===== config.mk =====
export PLATFORM = sky130hd
export DESIGN_NAME = mem_arbiter
export DESIGN_NICKNAME = d
export VERILOG_FILES = /design/src/rtl/mem_arbiter_pkg.sv /design/src/rtl/mem_arbiter_fill_counter.sv /design/src/rtl/mem_arbiter.sv
export SDC_FILE = /design/constraint.sdc
export NUM_CORES = 1
export LEC_CHECK = 0
export CAP_MARGIN = 20
export CORE_UTILIZATION = 42
export CTS_BUF_LIST = sky130_fd_sc_hd__clkbuf_8 sky130_fd_sc_hd__clkbuf_16
export DETAILED_ROUTE_END_ITERATION = 12
export MAX_ROUTING_LAYER = met4
export PLACE_DENSITY = 0.94
export SYNTH_ARGS = -nofsm -noshare
export SYNTH_HDL_FRONTEND = slang
export SYNTH_HIERARCHICAL = 1
export SYNTH_SLANG_ARGS = --single-unit

===== constraint.sdc =====
create_clock -name clk -period 5.5 [get_ports clk]
set_input_delay 1.375 -clock clk [delete_from_list [all_inputs] [get_ports clk]]
set_output_delay 1.375 -clock clk [all_outputs]
set_load 0.005 [all_outputs]

===== src/rtl/mem_arbiter_pkg.sv =====
// Shared constants and state encoding for the memory arbiter and its fill counter.
package mem_arbiter_pkg;

    localparam int unsigned MEM_LAT     = 4;
    localparam int unsigned BLOCK_WORDS = 8;
    localparam int unsigned WORD_IDX_W  = $clog2(BLOCK_WORDS);

    typedef enum logic [1:0] {
        StIdle,
        StIfill,
        StDfill,
        StWrite
    } arb_state_e;

endpackage


===== src/rtl/mem_arbiter_fill_counter.sv =====
// Issue/return counter pair for one block fill; both counters clear whenever the fill is inactive.
module mem_arbiter_fill_counter
    import mem_arbiter_pkg::*;
(
    input  logic                  clk,
    input  logic                  rst,
    input  logic                  active,
    input  logic                  mem_valid,
    output logic                  issue_en,
    output logic [WORD_IDX_W-1:0] issue_idx,
    output logic [WORD_IDX_W-1:0] ret_idx,
    output logic                  last_ret
);

    localparam logic [WORD_IDX_W:0]   IssueOne = 1;
    localparam logic [WORD_IDX_W-1:0] RetOne   = 1;
    localparam logic [WORD_IDX_W-1:0] RetLast  = WORD_IDX_W'(BLOCK_WORDS - 1);

    // Extra MSB on the issue counter marks "all words issued".
    logic [WORD_IDX_W:0]   issue_q;
    logic [WORD_IDX_W-1:0] ret_q;

    always_ff @(posedge clk or posedge rst) begin
        if (rst) begin
            issue_q <= '0;
            ret_q   <= '0;
        end else if (!active) begin
            issue_q <= '0;
            ret_q   <= '0;
        end else begin
            if (!issue_q[WORD_IDX_W]) begin
                issue_q <= issue_q + IssueOne;
            end
            if (mem_valid && (ret_q != RetLast)) begin
                ret_q <= ret_q + RetOne;
            end
        end
    end

    assign issue_en  = active && !issue_q[WORD_IDX_W];
    assign issue_idx = issue_q[WORD_IDX_W-1:0];
    assign ret_idx   = ret_q;
    assign last_ret  = active && mem_valid && (ret_q == RetLast);

endmodule


===== src/rtl/mem_arbiter.sv =====
// Arbitrates the single-ported pipelined memory between I-cache fills and D-cache fills/writes.
module mem_arbiter
    import mem_arbiter_pkg::*;
#(
    parameter int unsigned ADDR_W = 16,
    parameter int unsigned DATA_W = 16
) (
    input  logic                  clk,
    input  logic                  rst,
    input  logic                  i_req,
    input  logic [ADDR_W-1:0]     i_addr,
    input  logic                  d_req,
    input  logic                  d_we,
    input  logic [ADDR_W-1:0]     d_addr,
    input  logic [DATA_W-1:0]     d_wdata,
    output logic                  i_gnt,
    output logic                  d_gnt,
    output logic                  i_valid,
    output logic                  d_valid,
    output logic [DATA_W-1:0]     fill_data,
    output logic [WORD_IDX_W-1:0] fill_word,
    output logic                  i_done,
    output logic                  d_done,
    output logic                  mem_en,
    output logic                  mem_wr,
    output logic [ADDR_W-1:0]     mem_addr,
    output logic [DATA_W-1:0]     mem_wdata,
    input  logic [DATA_W-1:0]     mem_rdata,
    input  logic                  mem_valid,
    output logic                  busy
);

    localparam int unsigned OFF_W = WORD_IDX_W + 1;

    arb_state_e            state;
    logic [ADDR_W-1:0]     addr_q;
    logic [DATA_W-1:0]     wdata_q;
    logic                  fill_active;
    logic                  issue_en;
    logic                  last_ret;
    logic [WORD_IDX_W-1:0] issue_idx;
    logic [WORD_IDX_W-1:0] ret_idx;
    logic [ADDR_W-1:0]     block_base;
    logic [ADDR_W-1:0]     write_addr;
    logic                  fwd;
    logic                  unused_addr_lsb;

    assign fill_active     = (state == StIfill) || (state == StDfill);
    assign block_base      = {addr_q[ADDR_W-1:OFF_W], {OFF_W{1'b0}}};
    assign write_addr      = {addr_q[ADDR_W-1:1], 1'b0};
    assign unused_addr_lsb = addr_q[0];

    // Raw request address is latched; block/word alignment is applied on use.
    always_ff @(posedge clk or posedge rst) begin
        if (rst) begin
            state   <= StIdle;
            i_gnt   <= 1'b0;
            d_gnt   <= 1'b0;
            addr_q  <= '0;
            wdata_q <= '0;
        end else begin
            unique case (state)
                StIdle: begin
                    if (d_req) begin
                        addr_q  <= d_addr;
                        wdata_q <= d_wdata;
                        d_gnt   <= 1'b1;
                        state   <= d_we ? StWrite : StDfill;
                    end else if (i_req) begin
                        addr_q <= i_addr;
                        i_gnt  <= 1'b1;
                        state  <= StIfill;
                    end
                end
                StIfill: begin
                    if (last_ret) begin
                        i_gnt <= 1'b0;
                        state <= StIdle;
                    end
                end
                StDfill: begin
                    if (last_ret) begin
                        d_gnt <= 1'b0;
                        state <= StIdle;
                    end
                end
                StWrite: begin
                    d_gnt <= 1'b0;
                    state <= StIdle;
                end
                default: state <= StIdle;
            endcase
        end
    end

    mem_arbiter_fill_counter u_fill_counter (
        .clk       (clk),
        .rst       (rst),
        .active    (fill_active),
        .mem_valid (mem_valid),
        .issue_en  (issue_en),
        .issue_idx (issue_idx),
        .ret_idx   (ret_idx),
        .last_ret  (last_ret)
    );

    always_comb begin
        mem_en    = 1'b0;
        mem_wr    = 1'b0;
        mem_addr  = '0;
        mem_wdata = '0;
        if (issue_en) begin
            mem_en   = 1'b1;
            mem_addr = block_base + ADDR_W'({issue_idx, 1'b0});
        end
        if (state == StWrite) begin
            mem_en    = 1'b1;
            mem_wr    = 1'b1;
            mem_addr  = write_addr;
            mem_wdata = wdata_q;
        end
    end

    // Returns outside a fill are dropped, and data is zeroed when nothing is forwarded.
    always_comb begin
        fwd       = fill_active && mem_valid;
        i_valid   = (state == StIfill) && mem_valid;
        d_valid   = (state == StDfill) && mem_valid;
        fill_data = fwd ? mem_rdata : '0;
        fill_word = fwd ? ret_idx : '0;
        i_done    = (state == StIfill) && last_ret;
        d_done    = ((state == StDfill) && last_ret) || (state == StWrite);
        busy      = (state != StIdle);
    end

endmodule

==> metrics.cfg <==
[clock_network]
cts_root_buf=clkbuf_8
cts_buffer_depth=2
postCtsResizedCells=0
ctsHoldBuffers=0
clk_pin_slew_worst_paths_ns=0.08
h-tree-depth=2
cts_tree=yes
insertion_delay_ns=0.29
postCtsSetupRepairBufs=0
numCtsBuffers=5
clock_sinks=42

[routing]
first_iter_violations=74
vias=2048
viasPerCell=4.853
routedWlPerCell_um=13.69
wl_mm=5.778
drc=0
postRouteAntennaNets=0
dr.pass1.iters=4

[final_layout]
layout-drive-gt1-share_pct=8.857
layout-area-overhead-vs-synth_pct=58.18
final_cells=422
n_antenna_cell=0
layout.nets=429

[placement]
post-dp-hpwl_mm=4.399
place.gp.congestion=0.7440
io_buffers=126
place_ws_ns=0.9547
dp.cells=414

[power_and_ir_drop]
clock_power_share_pct=18.0
pwr-share-seq_pct=31.4
power.leakage_nw=1.731
irDropWorstVdd_mv=0.2340
power_density_mw_per_mm2=434.4
p_switching_mw=0.5309
netSwitchingFraction_pct=31.96
total_power_mw=1.661
combPwrFrac_pct=50.7
internal_power_mw=1.130

[global_routing]
grt_pass1_vias=2070
grt_usage_pct=20.55
antenna_found_initial=0
grt_pass1_wl_mm=9.494
grt.overflow.total=0
grt_max_degree=34

[synth]
synth_nets=312
netlist-cell-type-count=34
netlist_top_cells_area=dfrtp_1 43%, mux2i_1 8.3%, and2_1 5.2%
synth_cells=232
ys_ff_latch=42
yosysSeqAreaShare_pct=43.48
syn_area_per_cell_um2=10.42
synthesis.area_mm2=0.002417
yosys_warnings=6
netlist.top_cell.by_area=dfrtp_1
yosysTopAreaCellShare_pct=43.48

[critical_path]
cp_slowest_cell=clkdlybuf4s50_1
rr_worst_depth=6
cp_max_fo=24
critPathKind=in -> out
startpoint_type=input port
critPathMaxStageDelay_ns=0.82
crit_family=buffers and inverters
critical_path_depth=4
crit_buf_inv=2
r2r_slack_ns=3.05
worstPathRequired_ns=4.12
end_kind=primary output
cp_common_cell=clkdlybuf4s50_1
crit_chain=clkdlybuf4s50_1 > and3_1 > a21o_1 > clkdlybuf4s50_1
cp.arrival_ns=3.16

[sta]
final_hold_viol_count=0
setup_violations=0
rsz0062_at_grt=false
finalSetupTns_ns=0
relSlewSlack_pct=34.44
hold_slack_ns=0.4753
tightest_slew_ns=0.9835
max_clock_freq_ghz=0.2207
clock_skew_ns=0.007062
worst_slack_ns=0.9686
period_share_pct=82.39
period_minus_slack_ns=4.531
slew_violations=0

[floorplanning]
pin_count=130
die_width_um=77.87
initial_utilization_pct=43.63
core_mm2=0.005540
fp-row-count=27
fp.dieH_um=77.87
dieArea_mm2=0.006063

[worst_hold_path]
hold_path.class=reg -> reg
hold_depth=2

[outcome]
status=complete, no violations

[run]
drv_cap=0

-- synthesized netlist by cell type --
| cell | number |
|---|---|
| clkbuf_1 | 7 |
| nand3_1 | 1 |
| buf_4 | 5 |
| nand2_1 | 21 |
| and2_1 | 20 |
| a22oi_1 | 1 |
| inv_1 | 7 |
| mux2_2 | 9 |
| mux2_4 | 7 |
| o21ai_1 | 2 |
| mux2_1 | 1 |
| xnor2_1 | 1 |
| nor2b_1 | 16 |
| o2bb2ai_1 | 1 |
| a21o_1 | 1 |
| mux2i_1 | 20 |
| and2b_1 | 1 |
| nand4bb_1 | 2 |
| a31oi_1 | 2 |
| nand2_4 | 1 |
| ha_1 | 10 |
| a22o_1 | 3 |
| conb_1 | 1 |
| inv_2 | 1 |
| nor2_1 | 3 |
| buf_2 | 3 |
| clkbuf_2 | 1 |
| a221oi_2 | 1 |
| o21ai_0 | 17 |
| and2b_2 | 1 |
| nand2b_1 | 1 |
| buf_6 | 2 |
| dfrtp_1 | 42 |
| and3_1 | 20 |
-- cells by family after synthesis --
logic type               Yosys count  synth area share [%]
AND/OR/NAND/NOR                   87                 20.76
buffers and inverters             26                 5.642
AO/OA/AOI/OAI                     28                 7.143
multiplexers                      37                 17.29
flip-flops                        42                 43.48
XOR/XNOR                           1                0.3624
other                              1                0.1551
adder cells (fa/ha/maj)           10                 5.176
-- power by group through the flow --
| stage | Sequential, mW | Clock [mW] | Combinational [mW] |
|---|---|---|---|
| 2_1_floorplan | 0.503 | 0 | 0.492 |
| 3_3_place_gp | 0.518 | 0 | 0.823 |
| 3_5_place_dp | 0.528 | 0 | 0.847 |
| 4_1_cts | 0.523 | 0.307 | 0.850 |
| 5_1_grt | 0.543 | 0.322 | 0.925 |
| 6_report | 0.521 | 0.299 | 0.841 |
-- metal layers --
layer	global-route usage [%]	routed length (µm)
met5	-	0
met4	4.528	33
met3	5.882	418
met2	36.28	2958
met1	22.92	2367
-- layout by cell type, fill, tap and decap left out, types with 2 or more instances in the layout --
cell,n
nand4bb_1,2
nor2_1,3
clkdlybuf4s50_1,126
inv_1,7
clkbuf_8,6
bufinv_16,2
a31oi_1,2
and3_1,20
a22o_1,3
dfrtp_1,42
and2_1,20
mux2_2,9
buf_4,2
nor2b_1,16
nand2_1,21
ha_1,10
o21ai_0,17
mux2i_1,20
mux2_4,7
-- sequential cells by signal (all words and copies together) (netlist names) --
name                    cells
wdata_q                    16
addr_q                     15
u_fill_counter/issue_q      4
u_fill_counter/ret_idx      3
state                       2
d_gnt                       1
i_gnt                       1
-- through the flow --
step           util [%]  area (µm²)
4_1_cts           69.02        3824
5_1_grt           69.02        3824
6_report          69.02        3824
2_1_floorplan         -        2417
3_5_place_dp      66.44        3681
3_3_place_gp      66.44        3681
-- worst paths after layout --
check	start	endpoint
max reg2reg	state[0]$_DFFE_PP0P_	d_gnt$_DFFE_PP0P_
max	mem_valid	d_done
min reg2reg	addr_q[8]$_DFFE_PP0P_	addr_q[8]$_DFFE_PP0P_
min	addr_q[8]$_DFFE_PP0P_	addr_q[8]$_DFFE_PP0P_
min in group asynchronous	rst	u_fill_counter/ret_idx[1]$_DFFE_PP0P_
max in group asynchronous	rst	wdata_q[7]$_DFFE_PP0P_
-- layout make-up --
type | instances | area (µm²)
Clock buffer | 6 | 82.58
Clock inverter | 2 | 60.06
Fill cell | 440 | 1717
Inverter | 8 | 30.03
Multi-Input combinational cell | 164 | 1234
Sequential cell | 42 | 1051
Tap cell | 72 | 90.09
Timing Repair Buffer | 128 | 1276
-- tightest hold or removal path, stage by stage, from the launching register on --
cell	delay, ns
dfrtp_1	0.34
nand2_1	0.04
o21ai_0	0.06
(Power assumes the default switching activity.)
